`config.mk`:
```
export PLATFORM = sky130hd
export DESIGN_NAME = bnn_classifier
export DESIGN_NICKNAME = d
export VERILOG_FILES = /design/src/rtl/bnn_classifier.sv
export SDC_FILE = /design/constraint.sdc
export NUM_CORES = 2
export LEC_CHECK = 0
export CAP_MARGIN = 20
export CORE_AREA = 2 2 630 632
export CTS_CLUSTER_DIAMETER = 40
export DETAILED_ROUTE_END_ITERATION = 7
export DIE_AREA = 0 0 632 634
export GPL_TIMING_DRIVEN = 0
export PLACE_DENSITY_LB_ADDON = 0.3
export RECOVER_POWER = 25
export SLEW_MARGIN = 25
export SYNTH_ARGS = -nofsm -noshare
export SYNTH_HDL_FRONTEND = slang
export SYNTH_SLANG_ARGS = --single-unit
```
`constraint.sdc`:
```
create_clock -name clk_i -period 8.93 [get_ports clk_i]
set_input_delay 0.893 -clock clk_i [delete_from_list [all_inputs] [get_ports clk_i]]
set_output_delay 0.893 -clock clk_i [all_outputs]
set_load 0.01 [all_outputs]
```
`src/rtl/bnn_classifier.sv`:
```
// Binary-NN output layer: scores each weights-ROM row as popcount(XNOR(image, row)),
// CHUNK_W bits per cycle, and returns the argmax class and its score over valid/ready.
module bnn_classifier #(
  parameter int IN_W        = 784,
  parameter int NUM_CLASSES = 10,
  parameter int CHUNK_W     = 56,
  parameter int ADDR_W      = 10,
  parameter int CLASS_W     = 4,
  parameter int SCORE_W     = 10
) (
  input  logic               clk_i,
  input  logic               reset_i,
  input  logic [IN_W-1:0]    pixels_i,
  input  logic               pixels_valid_i,
  output logic               pixels_ready_o,
  output logic [ADDR_W-1:0]  rom_addr_o,
  input  logic [IN_W-1:0]    weight_i,
  output logic [CLASS_W-1:0] class_o,
  output logic [SCORE_W-1:0] score_o,
  output logic               class_valid_o,
  input  logic               class_ready_i,
  output logic               busy_o,
  output logic [2:0]         state_dbg_o
);

  localparam int NCHUNK = IN_W / CHUNK_W;
  localparam int CNT_W  = (NCHUNK > 1) ? $clog2(NCHUNK) : 1;
  localparam int PC_W   = $clog2(CHUNK_W + 1);

  // Handshakes: a transfer happens on a rising edge where valid and ready are both high;
  // valid never depends on ready, and an offered result stays stable until taken.
  typedef enum logic [2:0] {IDLE, LOAD_W, ACCUM, CMP, DONE} state_t;

  state_t               state, state_next;
  logic [IN_W-1:0]      pix;
  logic [CLASS_W-1:0]   k, best;
  logic [CNT_W-1:0]     chunk;
  logic [SCORE_W-1:0]   acc, best_score;
  logic [CHUNK_W-1:0]   match;
  logic [PC_W-1:0]      pc;

  always_comb begin
    match = ~(pix[int'(chunk)*CHUNK_W +: CHUNK_W] ^ weight_i[int'(chunk)*CHUNK_W +: CHUNK_W]);
    pc = '0;
    for (int i = 0; i < CHUNK_W; i++) pc = pc + PC_W'(match[i]);
  end

  always_comb begin
    state_next = state;
    case (state)
      IDLE:    if (pixels_valid_i) state_next = LOAD_W;
      LOAD_W:  state_next = ACCUM;
      ACCUM:   if (chunk == CNT_W'(NCHUNK - 1)) state_next = CMP;
      CMP:     state_next = (k == CLASS_W'(NUM_CLASSES - 1)) ? DONE : LOAD_W;
      DONE:    if (class_ready_i) state_next = IDLE;
      default: state_next = IDLE;
    endcase
  end

  always_ff @(posedge clk_i) begin
    if (reset_i) begin
      state      <= IDLE;
      pix        <= '0;
      k          <= '0;
      chunk      <= '0;
      acc        <= '0;
      best       <= '0;
      best_score <= '0;
      rom_addr_o <= '0;
    end else begin
      state <= state_next;
      case (state)
        IDLE: if (pixels_valid_i) begin
          pix        <= pixels_i;
          k          <= '0;
          rom_addr_o <= '0;
        end
        LOAD_W: begin
          acc   <= '0;
          chunk <= '0;
        end
        ACCUM: begin
          acc   <= acc + SCORE_W'(pc);
          chunk <= chunk + 1'b1;
        end
        CMP: begin
          // Strict compare: on a tie the earlier (lower-index) class wins.
          if (k == '0 || acc > best_score) begin
            best       <= k;
            best_score <= acc;
          end
          if (k != CLASS_W'(NUM_CLASSES - 1)) begin
            k          <= k + 1'b1;
            rom_addr_o <= ADDR_W'(k) + 1'b1;
          end
        end
        default: ;
      endcase
    end
  end

  assign pixels_ready_o = (state == IDLE);
  assign class_valid_o  = (state == DONE);
  assign busy_o         = (state != IDLE);
  assign class_o        = class_valid_o ? best : '0;
  assign score_o        = class_valid_o ? best_score : '0;
  assign state_dbg_o    = state;

endmodule

```
* Word-level counts from Yosys, hierarchy flattened
Index checks and enable logic that the tools add are counted.
** Word-level totals
- Bits in registers :: 829
- Bits of input ports :: 1572
- Output and inout bits :: 30
- Word-level logic and storage cells :: 109
** Operators by class
- Add/sub/neg operators :: 59
- Multiply operators :: 1
- Order comparisons :: 1
- Equality and inequality tests :: 11
- Shifts and indexed selects :: 2
- Muxes and demuxes :: 15
- Bitwise gates (word level) :: 2
- Reductions and logical operators :: 10
** Operator list (number)
- $shiftx A784 B11 Y56 :: 1
- $shiftx A784 B32 Y56 :: 1
- $add A6 B1 Y6 :: 50
- $not A56 Y56 :: 1
- $xor A56 B56 Y56 :: 1
- $pmux W10 S2 :: 2
- $mux W10 :: 3
- $pmux W4 S2 :: 2
- $pmux W3 S5 :: 1
- $mux W3 :: 4
- $mux W4 :: 3
- $add A10 B6 Y10 :: 1
- $gt A10 B10 Y1 :: 1
- $add A4 B1 Y4 const B :: 2
- $eq A4 B4 Y1 const B :: 2
- $mul A4 B3 Y7 const B :: 1
- $add A5 B1 Y6 :: 1
- $eq A3 B2 Y1 const B :: 2
- $ne A2 B2 Y1 const B :: 3
- $reduce_and A3 Y1 :: 2
- $add A4 B1 Y5 :: 1
- $add A4 B1 Y5 const B :: 1
- $add A3 B1 Y4 :: 1
- $logic_not A4 Y1 :: 1
- other kinds (11) :: 13

* Logic depth before layout (Yosys ltp)
- Word-level depth :: 61
- Depth in mapped cells :: 30
- Depth with buffers taken out :: 26

* Worst setup path after synthesis
OpenSTA, ideal clock, no wires.
- Kind :: input-to-reg
- From :: input weight_i[418]
- To :: register acc[8]
- Library setup time :: 0.117 ns
- Arrival time :: 7.477 ns
- Required time :: 8.813 ns
- Setup slack :: 1.336 ns
- Stages :: 25
- Buffers on the path :: 0
- Cells stage by stage :: mux4_2 xor2_1 nor2_1 a211oi_1 a21oi_1 fa_1 inv_1 fa_1 inv_1 fa_1 inv_1 fa_1 fa_1 fa_1 fa_1 fa_1 fa_1 inv_1 fa_1 a21o_1 nand2_1 a21oi_1 o41ai_1 xnor2_1 a32o_1
** Between the ends
- Cells in the longest elaborated chain, start to end :: 59
** RTL lines
- start, declared :: line 17 : input logic [IN_W-1:0] weight_i,
- $shiftx A784 B11 Y56 (*) :: line 43 : match = ~(pix[int'(chunk)*CHUNK_W +: CHUNK_W] ^ weight_i[int'(chunk)*CHUNK_W +: CHUNK_W]);
- $xor A56 B56 Y56 (*) :: line 43
- $not A56 Y56 (*) :: line 43
- $add A2 B1 Y3 :: line 45 : for (int i = 0; i < CHUNK_W; i++) pc = pc + PC_W'(match[i]);
- $add A3 B1 Y4 :: line 45
- $add A4 B1 Y5 :: line 45
- $add A5 B1 Y6 :: line 45
- $add A6 B1 Y6 (44 in a row) :: line 45
- $add A6 B1 Y6 (*) (6 in a row) :: line 45
- $add A10 B6 Y10 (*) :: line 83 : acc <= acc + SCORE_W'(pc);
- $pmux W10 S2 (*) :: line 72 : case (state)
- end signal, assigned :: line 83
- end, declared :: line 38 : logic [SCORE_W-1:0] acc, best_score;
Mark *: on every way between the ends. The rest lies on a longest branch, timed or not.
A chain may end at the register's enable or synchronous reset.

* Worst setup path after layout
- From :: register chunk[2]
- To :: register acc[8]
** Between the ends
- Cells in the longest elaborated chain, start to end :: 61
- Elaborated cells between the ends (all ways) :: 62
- Classes of those cells :: add/sub (56); mul (1); shift (2); mux (1); bitwise (2)
** RTL lines
- start, declared :: line 37 : logic [CNT_W-1:0] chunk;
- start signal, assigned :: line 84 : chunk <= chunk + 1'b1;
- $mul A4 B3 Y7 (*) :: line 43
- $shiftx A784 B32 Y56 or $shiftx A784 B11 Y56 (tied branches) :: line 43
- $xor A56 B56 Y56 (*) :: line 43
- $not A56 Y56 (*) :: line 43
- $add A1 B1 Y2 :: line 45
- $add A2 B1 Y3 :: line 45
- $add A3 B1 Y4 :: line 45
- $add A4 B1 Y5 :: line 45
- $add A5 B1 Y6 :: line 45
- $add A6 B1 Y6 (49 in a row) :: line 45
- $add A6 B1 Y6 (*) :: line 45
- $add A10 B6 Y10 (*) :: line 83
- $pmux W10 S2 (*) :: line 72
Marks and branches as above.

==> flow_summary.ini <==
[global_routing]
gr-total-overflow = 0
grtUsageMet3 = 0.0459
grt_use_met2 = 0.387
busiest_layer = met2
grt_pass1_wl_mm = 566
grt_pass1_vias = 47600
grt_start_max_net_pins = 17
antenna_found_initial = 208
met1_usage = 0.275
grtUsageTotal = 0.224

[placement]
dp_cells = 12000
dp_hpwl_mm = 400
pre_cts_ws_ns = -1.70
gp_congestion = 0.911
port_buffers = 1595

[pwr]
netSwitchingPower_mw = 9.22
power_density_nw_per_um2 = 300
peakVddDrop_mv = 1.36
leakagePower_nw = 25.7
p_clk_frac = 0.309
switching_share = 0.408
cellInternalPower_mw = 13.4
pwr-share-seq = 0.189
combPwrFrac = 0.502

[min_path]
min_path_type = reg -> reg
min_path_cells = 2
holdPathEnd = pix[649]
hp-start = pix[649]

[floorplanning]
fp.dieW_um = 632
start_util = 0.111
core_area_um2 = 394000
die_h_um = 634
num_io_pins = 1602
rows = 231
dieArea_um2 = 401000

[clock_tree]
cts_root_buf = clkbuf_16
cts_buffer_depth = 4
tritoncts = built
htreeDepth = 4
clkLatencyLatePin_ns = 0.90
clock_sinks = 820
path_clk_slew_ns = 0.05
numCtsBuffers = 179

[timing]
setup_viol = 0
max_freq_mhz = 113
worst_slew_pin_slew_ns = 2.29
skew_ns = 0.105
fin_crit_ns = 8.86
tns_ns = 0
hold_slack_ns = 0.451
slew_headroom = -0.526
setup_slack_ns = 0.0654
final-hold-violation-count = 0
finalMaxSlewViolations = 44
grt_setup_unrepaired = yes
finalCritPeriodShare = 0.993

[layout]
fillers = 44200
drive_gt1_frac = 0.139
areaGrowthSynthToFinish_pct = 72.6
seqCellArea_um2 = 16400
stdcell_count = 12500
postLayoutCoreUtil = 0.191
multi_input_area_um2 = 25600
nets = 8661

[synthesis]
yosysUniqueCellTypes = 51
synth_cells = 5141
yosysTopAreaCell = dfxtp_1
ys_ff_latch = 820
syn_avg_cell_area_um2 = 8.50
synth_area_leaders = dfxtp_1, nand2_1, mux4_2
async_reset_ff_frac = 0
yosysTopAreaCellShare = 0.376
ys.warnings.count = 0
yosysSeqAreaShare = 0.376
synth.cell_area_um2 = 43700
synth_edf_count = 0
ys.flop_type = dfxtp_1

[worst_setup_path]
critical_path_class = reg -> reg
cpMaxStageDelayCell = mux2i_1
arrival_ns = 9.55
end_kind = flop
reg2reg_from = chunk[2]
reg2reg_to = acc[8]
cp-start-kind = flop
ff2ff_setup_slack_ns = 0.07
cpMostUsedCell = fa_1
r2r_cells = 25
critical_path.max_stage_delay_ns = 0.69
worstPathMaxFanout = 10
cp.required_ns = 9.61

[route]
num_vias = 49800
drtIter0Drc = 4473
drt-total-wl_mm = 469
antenna_left = 0
wl_per_cell_um = 37.5
drc_errors = 0
vias_per_cell = 3.98
dr.pass1.iters = 5

[run_status]
violations = max-capacitance violations, max-slew violations
outcome = complete, but fails checks

[job]
cap_violations = 5
registers in the layout, summed over array words and instances (netlist names):
register,cells
acc,10
best,4
best_score,10
chunk,4
k,3
pix,784
rom_addr_o,2
state_dbg_o,3
worst max-delay path: cells and delay by family (launching register included):
family,cells,cell delay (ns)
AOI/OAI and AO/OA,6,1.30
buffers and inverters,5,1.03
adders and majority gates,9,4.25
and+or+nand+nor,1,0.08
DFF,1,0.34
xor gates and xnor gates,2,0.33
muxes,2,1.29
logic make-up (layout without fill, tap and decap cells):
family / after synthesis / in the layout / synth area share
other: 1 / 132 / 0.0000858
DFF: 820 / 820 / 0.376
and+or+nand+nor: 1848 / 1848 / 0.161
buffers and inverters: 514 / 2512 / 0.0574
adders and majority gates: 93 / 93 / 0.0349
muxes: 517 / 517 / 0.192
xor gates and xnor gates: 166 / 166 / 0.0333
AOI/OAI and AO/OA: 1182 / 1182 / 0.146
routing by layer:
layer  wire [um]  up-vias
met5         493        -
met4       17700       76
met3       30600      570
met2      228000     2457
met1      192000    25100
li1            -    21600
worst max path at each step:
stage	from	end	slack (ns)	cells after the start
2_1_floorplan	weight_i[418]	acc[8]	1.34	25
3_3_place_gp	chunk[2]	acc[8]	-2.68	27
3_5_place_dp	chunk[1]	acc[8]	-1.70	28
4_1_cts	chunk[0]	acc[8]	0.0004	26
5_1_grt	chunk[0]	acc[8]	-0.05	29
6_report	chunk[2]	acc[8]	0.07	25
cells in the final DEF (no fill, tap or decap), types with 27 or more instances in the layout:
cell                n
nor2_1            102
inv_1              80
buf_16             28
fa_1               48
diode_2           127
clkbuf_2           54
ha_1               45
dfxtp_1           817
buf_6              36
mux4_2            256
o21ai_1            35
clkdlybuf4s50_1  1586
a21oi_1           870
clkinv_2           33
o22ai_1            35
o21ai_0            88
buf_4             110
clkbuf_1          210
buf_12             27
clkbuf_16         181
mux2i_1           217
o2bb2ai_1          32
xnor2_1           117
xor2_1             40
nand2_1          1699
buf_2              38
clkbuf_8           30
per-stage QoR:
step | power, mW | area [um2]
global route | 23.8 | 75300
finish | 22.6 | 75500
CTS | 22.7 | 74600
global placement | 15.5 | 66200
detailed placement | 15.6 | 67200
floorplan | 11.5 | 43700
cells in the mapped netlist, drive strengths merged (5+ instances only):
cell type / number
nand2: 1699
a21oi: 895
dfxtp: 820
mux2i: 261
mux4: 256
clkbuf: 243
buf: 190
o21ai: 127
xnor2: 121
nor2: 102
inv: 80
fa: 48
ha: 45
o22ai: 45
xor2: 45
o2bb2ai: 32
o221ai: 22
o211ai: 21
a211oi: 16
and2: 15
nand4: 6
nor3: 6
nand3: 5
nor2b: 5
cell type report:
type,count,area share
Multi-Input combinational cell,3811,0.339
Sequential cell,820,0.218
Tap cell,5242,0.0869
Clock inverter,101,0.0170
Timing Repair Buffer,1671,0.226
Inverter,81,0.00403
Buffer,432,0.0394
Antenna cell,127,0.00421
Clock buffer,227,0.0659
power groups by stage:
stage                     combinational [mW]  sequential [mW]  clock (mW)
after detailed placement                11.2             4.34           0
final                                   11.3             4.27        6.99
after global placement                  11.1             4.33           0
after CTS                               11.4             4.27        7.08
after floorplan                         7.33             4.21           0
after global routing                    12.2             4.30        7.25
timing repair:
item	CTS	global route
setup buffers	8	28
gates resized for setup	221	96
endpoints found under the setup margin	10	5
pin swaps	3	3
hold buffers	0	0
gates cloned	1	1
No activity file was read; power rests on OpenSTA's default activity.
